`src/rtl/analog_cfg_pkg.sv`:
```
`default_nettype none
// ============================================================================
//  Module      : analog_cfg_pkg
//  Description : Shared register map, reset constants, FSM state type and
//                decode helpers for the analog configuration SPI slave.
//  Revision    : 1.0 - initial release
// ============================================================================
package analog_cfg_pkg;

  // Register addresses (7-bit address field of the command byte)
  localparam logic [6:0] ADDR_TRIM   = 7'h00;
  localparam logic [6:0] ADDR_CTRL   = 7'h01;
  localparam logic [6:0] ADDR_STATUS = 7'h02;
  localparam logic [6:0] ADDR_ID     = 7'h03;

  // Reset / default values
  localparam logic [7:0] TRIM_RESET_DFLT = 8'h80;
  localparam logic [7:0] CTRL_RESET_VAL  = 8'h00;
  localparam logic [7:0] ID_DFLT         = 8'hA5;

  // Bit counter landmarks within the 16-bit frame
  localparam logic [3:0] CMD_LAST_BIT   = 4'd7;
  localparam logic [3:0] DATA_FIRST_BIT = 4'd8;
  localparam logic [3:0] DATA_LAST_BIT  = 4'd15;

  typedef enum logic [1:0] {
    IDLE = 2'd0,
    CMD  = 2'd1,
    DATA = 2'd2,
    DONE = 2'd3
  } state_e;

  // Only TRIM and CTRL accept writes; everything else silently drops them
  function automatic logic addr_writable(input logic [6:0] addr);
    return (addr == ADDR_TRIM) || (addr == ADDR_CTRL);
  endfunction

endpackage
`default_nettype wire

```
`src/rtl/analog_cfg_spi_sync_edge.sv`:
```
`default_nettype none
// ============================================================================
//  Module      : sync_edge
//  Description : 2-FF synchronizer for a WIDTH-bit bus with an optional
//                rise/fall pulse detector on bit 0 (pulses one clk wide).
//  Revision    : 1.0 - initial release
// ============================================================================
module sync_edge #(
  parameter int               WIDTH   = 1,
  parameter bit               EDGE_EN = 1'b0,
  parameter logic [WIDTH-1:0] RST_VAL = '0
) (
  input  logic             clk,
  input  logic             rst_n,
  input  logic [WIDTH-1:0] d_i,
  output logic [WIDTH-1:0] q_o,
  output logic             rise_o,
  output logic             fall_o
);

  logic [WIDTH-1:0] meta_q;
  logic [WIDTH-1:0] sync_q;

  // Two-stage metastability filter
  always_ff @(posedge clk or negedge rst_n) begin
    if (!rst_n) begin
      meta_q <= RST_VAL;
      sync_q <= RST_VAL;
    end else begin
      meta_q <= d_i;
      sync_q <= meta_q;
    end
  end

  assign q_o = sync_q;

  generate
    if (EDGE_EN) begin : g_edge
      logic prev_q;

      // Delayed copy of the synchronized level for edge detection
      always_ff @(posedge clk or negedge rst_n) begin
        if (!rst_n) begin
          prev_q <= RST_VAL[0];
        end else begin
          prev_q <= sync_q[0];
        end
      end

      assign rise_o =  sync_q[0] & ~prev_q;
      assign fall_o = ~sync_q[0] &  prev_q;
    end else begin : g_no_edge
      assign rise_o = 1'b0;
      assign fall_o = 1'b0;
    end
  endgenerate

endmodule
`default_nettype wire

```
`src/rtl/analog_cfg_spi.sv`:
```
`default_nettype none
// ============================================================================
//  Module      : analog_cfg_spi
//  Description : SPI mode-0 slave holding the analog TRIM/CTRL registers and
//                providing STATUS snapshot and ID readback. 16-bit frames:
//                {R/W, addr[6:0], data[7:0]}, MSB first.
//  Revision    : 1.0 - initial release
// ============================================================================
module analog_cfg_spi
  import analog_cfg_pkg::*;
#(
  parameter logic [7:0] ID_VALUE   = ID_DFLT,
  parameter logic [7:0] TRIM_RESET = TRIM_RESET_DFLT
) (
  input  logic       clk,
  input  logic       rst_n,
  input  logic       spi_sck,
  input  logic       spi_cs_n,
  input  logic       spi_mosi,
  output logic       spi_miso,
  output logic       spi_miso_oe,
  input  logic [7:0] status_in,
  output logic [7:0] cfg_trim,
  output logic [7:0] cfg_ctrl,
  output logic       wr_strobe
);

  // Synchronized inputs
  logic       sck_rise, sck_fall;
  logic       sck_level_unused;
  logic       cs_level, cs_rise, cs_fall;
  logic       mosi_s;
  logic       mosi_rise_unused, mosi_fall_unused;
  logic [7:0] status_s;
  logic       status_rise_unused, status_fall_unused;

  sync_edge #(.WIDTH(1), .EDGE_EN(1'b1), .RST_VAL(1'b0)) u_sync_sck (
    .clk    (clk),
    .rst_n  (rst_n),
    .d_i    (spi_sck),
    .q_o    (sck_level_unused),
    .rise_o (sck_rise),
    .fall_o (sck_fall)
  );

  // CS_n idles deasserted so reset never looks like a chip select
  sync_edge #(.WIDTH(1), .EDGE_EN(1'b1), .RST_VAL(1'b1)) u_sync_cs (
    .clk    (clk),
    .rst_n  (rst_n),
    .d_i    (spi_cs_n),
    .q_o    (cs_level),
    .rise_o (cs_rise),
    .fall_o (cs_fall)
  );

  sync_edge #(.WIDTH(1), .EDGE_EN(1'b0), .RST_VAL(1'b0)) u_sync_mosi (
    .clk    (clk),
    .rst_n  (rst_n),
    .d_i    (spi_mosi),
    .q_o    (mosi_s),
    .rise_o (mosi_rise_unused),
    .fall_o (mosi_fall_unused)
  );

  sync_edge #(.WIDTH(8), .EDGE_EN(1'b0), .RST_VAL(8'h00)) u_sync_status (
    .clk    (clk),
    .rst_n  (rst_n),
    .d_i    (status_in),
    .q_o    (status_s),
    .rise_o (status_rise_unused),
    .fall_o (status_fall_unused)
  );

  // Frame state
  state_e     state_q;
  logic [3:0] bit_cnt_q;
  logic [6:0] shift_in_q;
  logic [7:0] shift_out_q;
  logic [6:0] addr_q;
  logic       rw_q;
  logic [7:0] trim_q;
  logic [7:0] ctrl_q;
  logic       wr_strobe_q;
  logic [1:0] flush_q;   // marks when the CS synchronizer holds real pin samples
  logic       armed_q;   // CS_n seen high since reset; a fall may start a frame

  // Combinational decode of the byte completing on the current sck_rise
  logic [6:0] addr_d;
  logic [7:0] data_d;
  logic [7:0] rd_data_d;
  logic       last_rise;

  assign addr_d    = {shift_in_q[5:0], mosi_s};
  assign data_d    = {shift_in_q, mosi_s};
  assign last_rise = (state_q == DATA) && sck_rise && (bit_cnt_q == DATA_LAST_BIT);

  // Read data mux, evaluated on the 8th rise; STATUS is captured here
  always_comb begin
    rd_data_d = 8'h00;
    case (addr_d)
      ADDR_TRIM:   rd_data_d = trim_q;
      ADDR_CTRL:   rd_data_d = ctrl_q;
      ADDR_STATUS: rd_data_d = status_s;
      ADDR_ID:     rd_data_d = ID_VALUE;
      default:     rd_data_d = 8'h00;
    endcase
  end

  // Frame FSM, shift registers and configuration registers
  always_ff @(posedge clk or negedge rst_n) begin
    if (!rst_n) begin
      state_q     <= IDLE;
      bit_cnt_q   <= 4'd0;
      shift_in_q  <= 7'd0;
      shift_out_q <= 8'd0;
      addr_q      <= 7'd0;
      rw_q        <= 1'b0;
      trim_q      <= TRIM_RESET;
      ctrl_q      <= CTRL_RESET_VAL;
      wr_strobe_q <= 1'b0;
      flush_q     <= 2'b00;
      armed_q     <= 1'b0;
    end else begin
      wr_strobe_q <= 1'b0;
      flush_q     <= {flush_q[0], 1'b1};
      if (flush_q[1] && cs_level) begin
        armed_q <= 1'b1;
      end

      case (state_q)
        IDLE: begin
          if (armed_q && cs_fall) begin
            state_q    <= CMD;
            bit_cnt_q  <= 4'd0;
            shift_in_q <= 7'd0;
          end
        end
        CMD: begin
          if (sck_rise) begin
            shift_in_q <= data_d[6:0];
            bit_cnt_q  <= bit_cnt_q + 4'd1;
            if (bit_cnt_q == CMD_LAST_BIT) begin
              addr_q      <= addr_d;
              rw_q        <= shift_in_q[6];
              shift_out_q <= rd_data_d;
              state_q     <= DATA;
            end
          end
        end
        DATA: begin
          if (sck_rise) begin
            shift_in_q <= data_d[6:0];
            if (bit_cnt_q == DATA_LAST_BIT) begin
              // counter parks at 15 so trailing edges can never re-enter CMD
              if (rw_q && addr_writable(addr_q)) begin
                if (addr_q == ADDR_TRIM) trim_q <= data_d;
                else                     ctrl_q <= data_d;
                wr_strobe_q <= 1'b1;
              end
              state_q <= DONE;
            end else begin
              bit_cnt_q <= bit_cnt_q + 4'd1;
            end
          end else if (sck_fall && (bit_cnt_q != DATA_FIRST_BIT)) begin
            // the fall right after the load only presents bit 7; later falls advance
            shift_out_q <= {shift_out_q[6:0], 1'b0};
          end
        end
        DONE: begin
          state_q <= DONE;
        end
        default: state_q <= IDLE;
      endcase

      // CS deassert aborts the frame, except on the committing edge itself
      if (cs_rise && !last_rise) begin
        state_q <= IDLE;
      end
    end
  end

  assign spi_miso    = (state_q == CMD) ? 1'b0 : shift_out_q[7];
  assign spi_miso_oe = ~cs_level;
  assign cfg_trim    = trim_q;
  assign cfg_ctrl    = ctrl_q;
  assign wr_strobe   = wr_strobe_q;

endmodule
`default_nettype wire

```
`config.mk`:
```
export PLATFORM = sky130hd
export DESIGN_NAME = analog_cfg_spi
export DESIGN_NICKNAME = d
export VERILOG_FILES = /design/src/rtl/analog_cfg_pkg.sv /design/src/rtl/analog_cfg_spi_sync_edge.sv /design/src/rtl/analog_cfg_spi.sv
export SDC_FILE = /design/constraint.sdc
export NUM_CORES = 1
export LEC_CHECK = 0
export BUFFER_PORTS_ARGS = -buffer_cell sky130_fd_sc_hd__buf_2
export CORE_ASPECT_RATIO = 1.5
export CORE_MARGIN = 1
export CORE_UTILIZATION = 45
export CTS_BUF_LIST = sky130_fd_sc_hd__clkbuf_16
export DETAILED_ROUTE_END_ITERATION = 16
export PLACE_DENSITY = 0.69
export RECOVER_POWER = 50
export SLEW_MARGIN = 30
export SYNTH_ARGS = -nofsm -noshare
export SYNTH_HDL_FRONTEND = slang
export SYNTH_SLANG_ARGS = --single-unit
```
`constraint.sdc`:
```
create_clock -name clk -period 3 [get_ports clk]
set_input_delay 0.3 -clock clk [delete_from_list [all_inputs] [get_ports clk]]
set_output_delay 0.3 -clock clk [all_outputs]
set_load 0.01 [all_outputs]
```
# --- After elaboration in Yosys (flattened, before gate mapping) ---
# Cells that the tools add are included.
# Widths: inputs -> output; s select.
word_totals:
  regBits: 73
  in_bits: 13
  wordCells: 103
classes:
  n_reduce_logical: 23
  add_sub_neg: 1
  eq_ne: 23
  bitwise_logic: 9
  mux: 26
op_table:
  columns: ["operator", "count"]
  rows:
  - ["$mux 8", 4]
  - ["$pmux 8 s4", 1]
  - ["$reduce_and 5->1", 5]
  - ["$mux 4", 4]
  - ["$pmux 8 s2", 1]
  - ["$eq 7x1->1 const B", 2]
  - ["$eq 7x2->1 const B", 2]
  - ["$logic_not 7->1", 2]
  - ["$mux 7", 2]
  - ["$pmux 7 s2", 1]
  - ["$mux 2", 6]
  - ["$ne 2x2->1 const B", 6]
  - ["$pmux 4 s3", 1]
  - ["$ne 3x3->1 const B", 3]
  - ["$pmux 2 s4", 1]
  - ["$logic_and 1x1->1", 7]
  - ["$reduce_and 3->1", 2]
  - ["$mux 1", 5]
  - ["$not 1->1", 5]
  - ["$add 4x1->4 const B", 1]
  - ["$and 1x1->1", 4]
  - ["$eq 2x2->1 const B", 2]
  - ["$eq 4x3->1 const B", 1]
  - ["$eq 4x4->1 const B", 1]
  - ["other kinds (11)", 13]

# --- Longest topological paths before layout ---
# Gate-level depths: netlist of run 1.
logic_depth:
  depth_word: 8
  ltp_mapped: 6
  mapped_depth_nobuf: 6

# --- Cells and area by module ---
# A second synthesis of run 1 with hierarchy kept.
unflattened:
  cells_unflattened: 246
  area_unflattened_um2: 3074.2
by_module_without_submodules:
  columns: ["module", "area_each_um2", "seq_area_each_um2", "cells_per_inst", "n_inst"]
  rows:
  - ["analog_cfg_spi", 2402.3, 1227.4, 212, 1]
  - ["sync_edge at u_sync_status", 419.2, 400.4, 19, 1]
  - ["sync_edge at u_sync_cs", 93.8, 78.8, 5, 1]
  - ["sync_edge at u_sync_sck", 90.1, 75.1, 5, 1]
  - ["sync_edge at u_sync_mosi", 68.8, 50.0, 5, 1]

# --- Worst setup path before layout of run 1 ---
# OpenSTA, ideal clock, no wires.
synth_timing:
  path_kind: "register -> register"
  from: "register bit_cnt_q[0]"
  to: "register ctrl_q[0], in the netlist cfg_ctrl[0]"
  arrival_ns: 1.767
  n_path_buf: 1
  path_stages_with_launch: 7
  slack_ns: 1.108
  period_less_slack_ns: 1.892
  t_required_ns: 2.875
  setup_ns: 0.125
  path_cell_list: "dfrtp_1 ha_1 and3_4 nand3_4 or4_4 buf_6 mux2_4"
synth_between:
  elab_chain_cells: 2
synth_lines:
  columns: ["item", "line_no", "text"]
  rows:
  - ["start: declaration", "analog_cfg_spi.sv:76", "logic [3:0] bit_cnt_q;"]
  - ["start signal: assignment", "analog_cfg_spi.sv:141", "bit_cnt_q <= bit_cnt_q + 4'd1;"]
  - ["start signal: assignment", "analog_cfg_spi.sv:162", "bit_cnt_q <= bit_cnt_q + 4'd1;"]
  - ["$eq 4x4->1", "analog_cfg_spi.sv:153", "if (bit_cnt_q == DATA_LAST_BIT) begin"]
  - ["$reduce_and 5->1 (no source line)", null, null]
  - ["end signal: assignment", "analog_cfg_spi.sv:157", "else ctrl_q <= data_d;"]
  - ["end: declaration", "analog_cfg_spi.sv:82", "logic [7:0] ctrl_q;"]
# Every way passes these cells.
# A chain may end at the register's enable or synchronous reset.

# --- Final worst setup path of run 1 ---
layout_timing:
  from: "register state_q[0]"
  to: "register shift_out_q[4]"
layout_between:
  elab_chain_cells: 3
  word_cells_on_any_way: 9
  classes_between: "6 x eq/ne; 1 x mux; 2 x reduce/logical"
layout_lines:
  columns: ["item", "line_no", "text"]
  rows:
  - ["start: declaration", "analog_cfg_spi.sv:75", "state_e state_q;"]
  - ["start signal: assignment", "analog_cfg_spi.sv:112", "state_q <= IDLE;"]
  - ["start signal: assignment", "analog_cfg_spi.sv:133", "state_q <= CMD;"]
  - ["start signal: assignment", "analog_cfg_spi.sv:146", "state_q <= DATA;"]
  - ["$eq 2x1->1 or $eq 2x2->1 (tied branches)", "analog_cfg_spi.sv:130", "case (state_q)"]
  - ["$ne 2x2->1 (no source line) (tied with other cells)", null, null]
  - ["$reduce_and 5->1 (no source line)", null, null]
  - ["end signal: assignment", "analog_cfg_spi.sv:145", "shift_out_q <= rd_data_d;"]
  - ["end signal: assignment", "analog_cfg_spi.sv:166", "shift_out_q <= {shift_out_q[6:0], 1'b0};"]
  - ["end: declaration", "analog_cfg_spi.sv:78", "logic [7:0] shift_out_q;"]
# Several ways; a longest one is shown, not always the timed one.

==> summary.txt, run 1 <==
STA
  – Rel. slew slack: -14.53%
  – Max Fclk: 0.4266 GHz
  – Post-route minimum period: 2.344 ns
  – Clock Skew: 0.009589 ns
  – Measured slew at the worst slew-check pin: 1.718 ns
  – Final worst slack: 0.6556 ns
  – RSZ-0062 raised after global routing: false
  – Endpoints failing hold: 0
  – Max-slew violations: 74
  – Setup violators final: 0
  – Final worst path period share: 78.15%
  – Post-route setup TNS: 0 ns

Critical path
  – Worst setup SP type: register
  – Data required time of the worst path: 3.21 ns
  – Crit path arrival time: 2.55 ns
  – CP Capture Type: register
  – Crit-path max FO: 13
  – Critical path class: register to register

Global routing
  – Global routing's busiest layer: met2
  – All-layer global routing usage: 17.58%
  – Met1 usage: 22.40%
  – Met2 usage: 27.47%
  – Largest net degree at the start of global routing: 74
  – First-pass GRT wire length: 9570 µm
  – Number of global-route vias before repair: 1895
  – Met3 Track Usage GR: 5.350%
  – Grt total ovfl: 0
  – Antenna violations before repair: 0

Die
  – Placement Rows: 36
  – Die W: 69.76 µm
  – Initial core utilization: 47.13%
  – IO Pins: 32
  – Core box area: 0.006576 mm²
  – Die height: 103.6 µm
  – Die ar.: 0.007230 mm²

CTS
  – Sink Count: 73
  – Root Buffer: clkbuf_16
  – TritonCTS clock tree: built
  – Clk pin slew, worst setup/hold paths: 0.06 ns
  – Longest Clk Path Bufs: 2
  – Clock Latency Late Sink: 0.34 ns
  – H-tree depth: 3
  – TritonCTS Buffers: 9

Placed design
  – Dpl ws: 0.6825 ns
  – Cells after DPL: 333
  – Routability Congestion: 0.7723
  – DP HPWL: 3844 µm
  – Port Buffers: 31

Logic synthesis
  – Synth area leaders: dfrtp_1 56%, mux2_2 10%, mux2i_1 4.5%
  – Synth Area per Inst: 13.47 µm²
  – Most numerous cell in the Yosys netlist: dfrtp_1
  – EDFF count, synth: 0
  – Synthesis Warnings: 0
  – Gate Count Post-Synth: 230
  – Top post-synthesis cells by count: 69 x dfrtp_1, 28 x mux2_2, 18 x inv_1, 15 x nand2_1, 14 x mux2i_1
  – Sequential fraction of the synthesis area: 59.10%
  – Top FF cell, synth: dfrtp_1
  – Synth top area share: 55.71%
  – Synthesized Nets: 250
  – Ys async rst share: 100.0%
  – FF+latch count, synth: 73
  – Synthesized area: 0.003099 mm²
  – Cell taking the most area after synthesis: dfrtp_1
  – Yosys cell types: 41

Layout
  – Final antenna diode count: 0
  – # nets final: 289
  – Layout cells sized above 1: 34.31%
  – Layout area overhead: 17.36%
  – Final std cells w/o fill: 350

Drt
  – DRT Pass-1 Iters: 4
  – DRC Markers: 0
  – DR vias: 1896
  – DRT iter0 DRCs: 176
  – Total Wirelength: 5566 µm
  – Vias/cell: 5.417
  – WL per Instance: 15.90 µm
  – Routed Antenna Nets: 0

Status
  – Status: finished, violations left
  – Violated checks: max-capacitance violations, max-slew violations

Power
  – VDD IR max: 0.4941 mV
  – P_leak: 1.760 nW
  – P per Cell Area: 795.5 mW/mm²
  – Power consumption: 2.894 mW

Job
  – Maxcap violations: 1

Hold path
  – Worst min path class: input pin to register
==> registers in the layout, indices dropped and copies added, names as in the netlist, 2 cells and up <==
name and cells:
shift_out_q 8, u_sync_status.meta_q 8, bit_cnt_q 4, shift_in_q 7, state_q 2, addr_q 7
flush_q 2, cfg_ctrl 8, cfg_trim 8, u_sync_status.q_o 8
==> cells by family (layout without fill, tap and decap cells) <==
family          after synthesis  after routing  share of synthesized area [%]
compound gates               34             34                          8.357
fa+ha+maj                     7              7                          2.826
buf+inv                      23             67                          3.028
flops                        73             73                          59.10
mux                          50             50                          18.57
other cells                   1              1                         0.1210
simple gates                 42             42                          7.994
==> metrics by stage <==
stage | instance area, µm² | utilization [%] | hold slack, ns
2_1_floorplan | 3099 | - | 0.004409
3_3_place_gp | 3343 | 50.84 | 0.3315
3_5_place_dp | 3343 | 50.84 | 0.3347
4_1_cts | 3652 | 55.54 | 0.05835
5_1_grt | 3637 | 55.31 | 0.05570
6_report | 3637 | 55.31 | 0.07097
==> critical path, stage by stage, from the launching register on <==
cell      delay [ns]
dfrtp_1         0.41
inv_1           0.13
ha_1            0.49
inv_1           0.13
o211ai_1        0.65
mux2_2          0.42
==> per-layer routing <==
metal	vias to the layer above	share of wire, %	wire [µm]
met2	47	49	2744
met5	-	0	0
met4	0	2.0	110
li1	891	-	-
met1	949	44	2469
met3	9	4.3	242
==> report_power, final <==
group | total [mW] | internal, mW | switching (mW)
logic | 0.656 | 0.283 | 0.374
clock network | 1.04 | 0.642 | 0.398
registers | 1.20 | 1.10 | 0.0981
==> what timing repair did <==
item	in CTS	in global routing
hold endpoints to repair	4	0
setup buffers	0	0
hold buffers	1	0
resized for setup	0	0
==> area by class of cell <==
cell class                      count  area, µm²
Sequential cell                    73       1832
Clock inverter                      7      73.82
Tap cell                           76      95.09
Fill cell                         551       2939
Inverter                           18      67.56
Timing Repair Buffer               33      170.2
Multi-Input combinational cell    134       1174
Clock buffer                        9      225.2
==> cell usage in the layout, fill, tap and decap left out, drive strengths merged, types with 2 or more instances in the layout <==
master and instances:
dfrtp 69, mux2 36, buf 31, inv 19, nand2 15, mux2i 14, clkbuf 10, nor2 7
ha 7, o2bb2ai 5, a22o 5, o22ai 4, o21ai 4, nand3 4, dfstp 4, nand2b 3
o211ai 3, clkinvlp 3, a21oi 3, nor2b 2, nor3 2, nand3b 2, o32ai 2, clkinv 2
nor4 2, and3 2
==> final timing paths <==
check                                                        from                           endpoint  slack (ns)  cells past startpoint
worst max register to register             state_q[0]$_DFFE_PN0P_         shift_out_q[4]$_DFFE_PN0P_        0.66                      5
worst min-delay path                                 status_in[4]  u_sync_status.meta_q[4]$_DFF_PN0_        0.07                      1
min in group asynchronous                                   rst_n              addr_q[5]$_DFFE_PN0P_        1.04                      3
worst max-delay path                       state_q[0]$_DFFE_PN0P_         shift_out_q[4]$_DFFE_PN0P_        0.66                      5
max in group asynchronous                                   rst_n           bit_cnt_q[1]$_DFFE_PN0P_        0.93                      3
worst min register to register  u_sync_status.meta_q[4]$_DFF_PN0_     u_sync_status.q_o[4]$_DFF_PN0_        0.35                      0
Power figures use the tool's default switching activity.
==> run 2: changes to the inputs <==
--- a/config.mk
+++ b/config.mk
@@ -11,7 +11,7 @@
 export CORE_UTILIZATION = 45
 export CTS_BUF_LIST = sky130_fd_sc_hd__clkbuf_16
 export DETAILED_ROUTE_END_ITERATION = 16
-export PLACE_DENSITY = 0.69
+export PLACE_DENSITY = 0.71
 export RECOVER_POWER = 50
 export SLEW_MARGIN = 30
 export SYNTH_ARGS = -nofsm -noshare
==> constraint.sdc (replaced) <==
create_clock -name clk -period 2 [get_ports clk]
set_input_delay 0.2 -clock clk [delete_from_list [all_inputs] [get_ports clk]]
set_output_delay 0.2 -clock clk [all_outputs]
set_load 0.01 [all_outputs]
==> summary.txt, run 2 (same netlist as run 1, synthesis figures left out) <==
Layout
  – Reg area: 0.001832 mm² (unchanged)
  – Most frequent cells in the layout: 69 x dfrtp_1, 31 x buf_2, 28 x mux2_2
  – # nets final: 314 (+8.7%)
  – Final Instance Area: 0.003854 mm² (+6.0%)
  – Final Core Density: 58.60% (+3.3 points)
  – Final std cells w/o fill: 375 (+7.1%)
  – Leading cell type in the layout, fill and taps excluded: dfrtp_1
  – Multi-input gate area: 0.001189 mm² (+1.3%)
  – Fillers: 556 (+0.91%)
  – Layout area overhead: 24.34%
  – Final antenna diode count: 0 (unchanged)
  – Layout cells sized above 1: 35.45% (+1.1 points)

Drt
  – DRT iter0 DRCs: 135 (-23%)
  – Vias/cell: 5.307 (-2.0%)
  – DRC Markers: 0 (unchanged)
  – DR vias: 1990 (+5.0%)
  – DRT Pass-1 Iters: 4 (unchanged)
  – Routed Antenna Nets: 0 (unchanged)
  – Total Wirelength: 5928 µm (+6.5%)
  – WL per Instance: 15.81 µm (-0.60%)

STA
  – Endpoints failing hold: 0 (unchanged)
  – Max-slew violations: 0 (-100%)
  – Max Fclk: 0.5078 GHz (+19%)
  – Measured slew at the worst slew-check pin: 0.9581 ns (-0.7598 ns)
  – Post-route minimum period: 1.969 ns (-0.3753 ns)
  – Final worst path period share: 98.46% (+20 points)
  – Clock Skew: 0.003600 ns (-0.005989 ns)
  – Setup violators final: 0 (unchanged)
  – Rel. slew slack: 36.13% (+51 points)

Power
  – Clock Power Share: 33.9% (-2.0 points)
  – Reg power frac: 40.4% (-1.0 points)
  – Sw Share: 29.64% (-0.43 points)
  – P per Cell Area: 1149 mW/mm² (+44%)
  – Net Switching: 1.312 mW (+51%)
  – Combinational power share: 25.7% (+3.0 points)
  – VDD IR max: 0.7483 mV (+51%)
  – P_int: 3.116 mW (+54%)
  – P_leak: 1.880 nW (+6.8%)

Global routing
  – Largest net degree at the start of global routing: 74 (unchanged)
  – Number of global-route vias before repair: 2010 (+6.1%)
  – All-layer global routing usage: 17.55% (-0.027 points)
  – Grt total ovfl: 0 (unchanged)
  – Antenna violations before repair: 0 (unchanged)
  – First-pass GRT wire length: 9701 µm (+1.4%)

CTS
  – Clk pin slew, worst setup/hold paths: 0.05 ns (about the same)
  – TritonCTS clock tree: built
  – Longest Clk Path Bufs: 2 (unchanged)
  – Clock Latency Late Sink: 0.33 ns (about the same)
  – TritonCTS Buffers: 9 (unchanged)
  – H-tree depth: 3 (unchanged)
  – Root Buffer: clkbuf_16
  – Sink Count: 73 (unchanged)

Critical path
  – Reg2reg path depth: 5 (unchanged)
  – Worst setup SP type: register
  – Crit-path max FO: 8 (-5)
  – Critical path class: register to register
  – Crit path arrival time: 2.18 ns (-0.37 ns)
  – CP Capture Type: register
  – Data required time of the worst path: 2.21 ns (-1.00 ns)

Placed design
  – Cells after DPL: 340 (+2.1%)
  – Post-Place Cell Area: 0.003396 mm² (+1.6%)
  – Port Buffers: 31 (unchanged)
  – Routability Congestion: 0.7634 (-1.2%)
  – DP HPWL: 3926 µm (+2.1%)

Die
  – Core box area: 0.006576 mm² (unchanged)
  – Initial core utilization: 47.13% (unchanged)
  – Die W: 69.76 µm (unchanged)
  – Placement Rows: 36 (unchanged)
  – Die ar.: 0.007230 mm² (unchanged)
  – Die height: 103.6 µm (unchanged)
  – IO Pins: 32 (unchanged)

Hold path
  – Hold depth: 0 (-1)
  – Worst min path class: register to register

Status
  – Status: completed

Job
  – Maxcap violations: 0 (-1)
-- run 2: changes by cell type in the layout (fill, tap and decap cells not counted), sizes merged --
cell         previous run  this run
buf                    31        45
dlygate4sd3             1        12
clkinvlp                3         0
inv                    19        20
clkinv                  2         4
-- run 2: layer usage --
layer	vias up	part of all wire, %	global-route usage (%)
li1	938	-	-
met1	1006	44	21.94
met2	34	50	27.47
met3	12	2.5	3.599
met4	0	3.2	11.14
met5	-	0	0
-- run 2: power groups by stage --
stage	logic, mW	clock network, mW	registers, mW
6_report	1.14	1.50	1.79
5_1_grt	1.25	1.58	1.81
4_1_cts	1.11	1.52	1.78
3_5_place_dp	1.08	0	1.81
3_3_place_gp	1.05	0	1.80
2_1_floorplan	0.778	0	1.76
-- run 2: cell type report --
class	count	area share [%]
inverters	18	1.753
clock buffers	9	5.844
repair buffers	58	10.16
clock inverters	7	1.396
multi-input cells	134	30.84
well taps	76	2.468
flip-flops and latches	73	47.53
-- run 2: what timing repair did --
| item | 4_1_cts | 5_1_grt |
|---|---|---|
| endpoints found under the hold margin | 80 | 0 |
| hold buffers | 12 | 0 |
| buffers inserted | 0 | 7 |
| setup endpoints to repair | 0 | 14 |
| resized for setup | 0 | 4 |
-- run 2: per-stage QoR --
stage	power, mW	hold WS, ns	setup TNS [ns]	setup WS [ns]
floorplan	2.538	-0.09559	0	0.1077
global placement	2.852	0.2549	0	0.1170
detailed placement	2.887	0.2534	0	0.07508
CTS	4.413	0.3472	0	0.07728
global route	4.641	0.3490	-0.2638	-0.03099
finish	4.428	0.3453	0	0.03088
-- run 2: critical path: stages, from the launching register on --
cell     delay (ns)
dfrtp_1        0.38
ha_2           0.19
and3_4         0.22
nand3_4        0.07
or4_4          0.65
mux2_4         0.33
-- run 2: final timing paths --
kind | startpoint | to | slack (ns)
min in group asynchronous | rst_n | u_sync_mosi.meta_q$_DFF_PN0_ | 0.66
worst max register to register | bit_cnt_q[1]$_DFFE_PN0P_ | cfg_ctrl[5]$_DFFE_PN0P_ | 0.03
worst max-delay path | bit_cnt_q[1]$_DFFE_PN0P_ | cfg_ctrl[5]$_DFFE_PN0P_ | 0.03
max in group asynchronous | rst_n | u_sync_sck.meta_q$_DFF_PN0_ | 0.72
worst min register to register | u_sync_status.meta_q[4]$_DFF_PN0_ | u_sync_status.q_o[4]$_DFF_PN0_ | 0.35
worst min-delay path | u_sync_status.meta_q[4]$_DFF_PN0_ | u_sync_status.q_o[4]$_DFF_PN0_ | 0.35
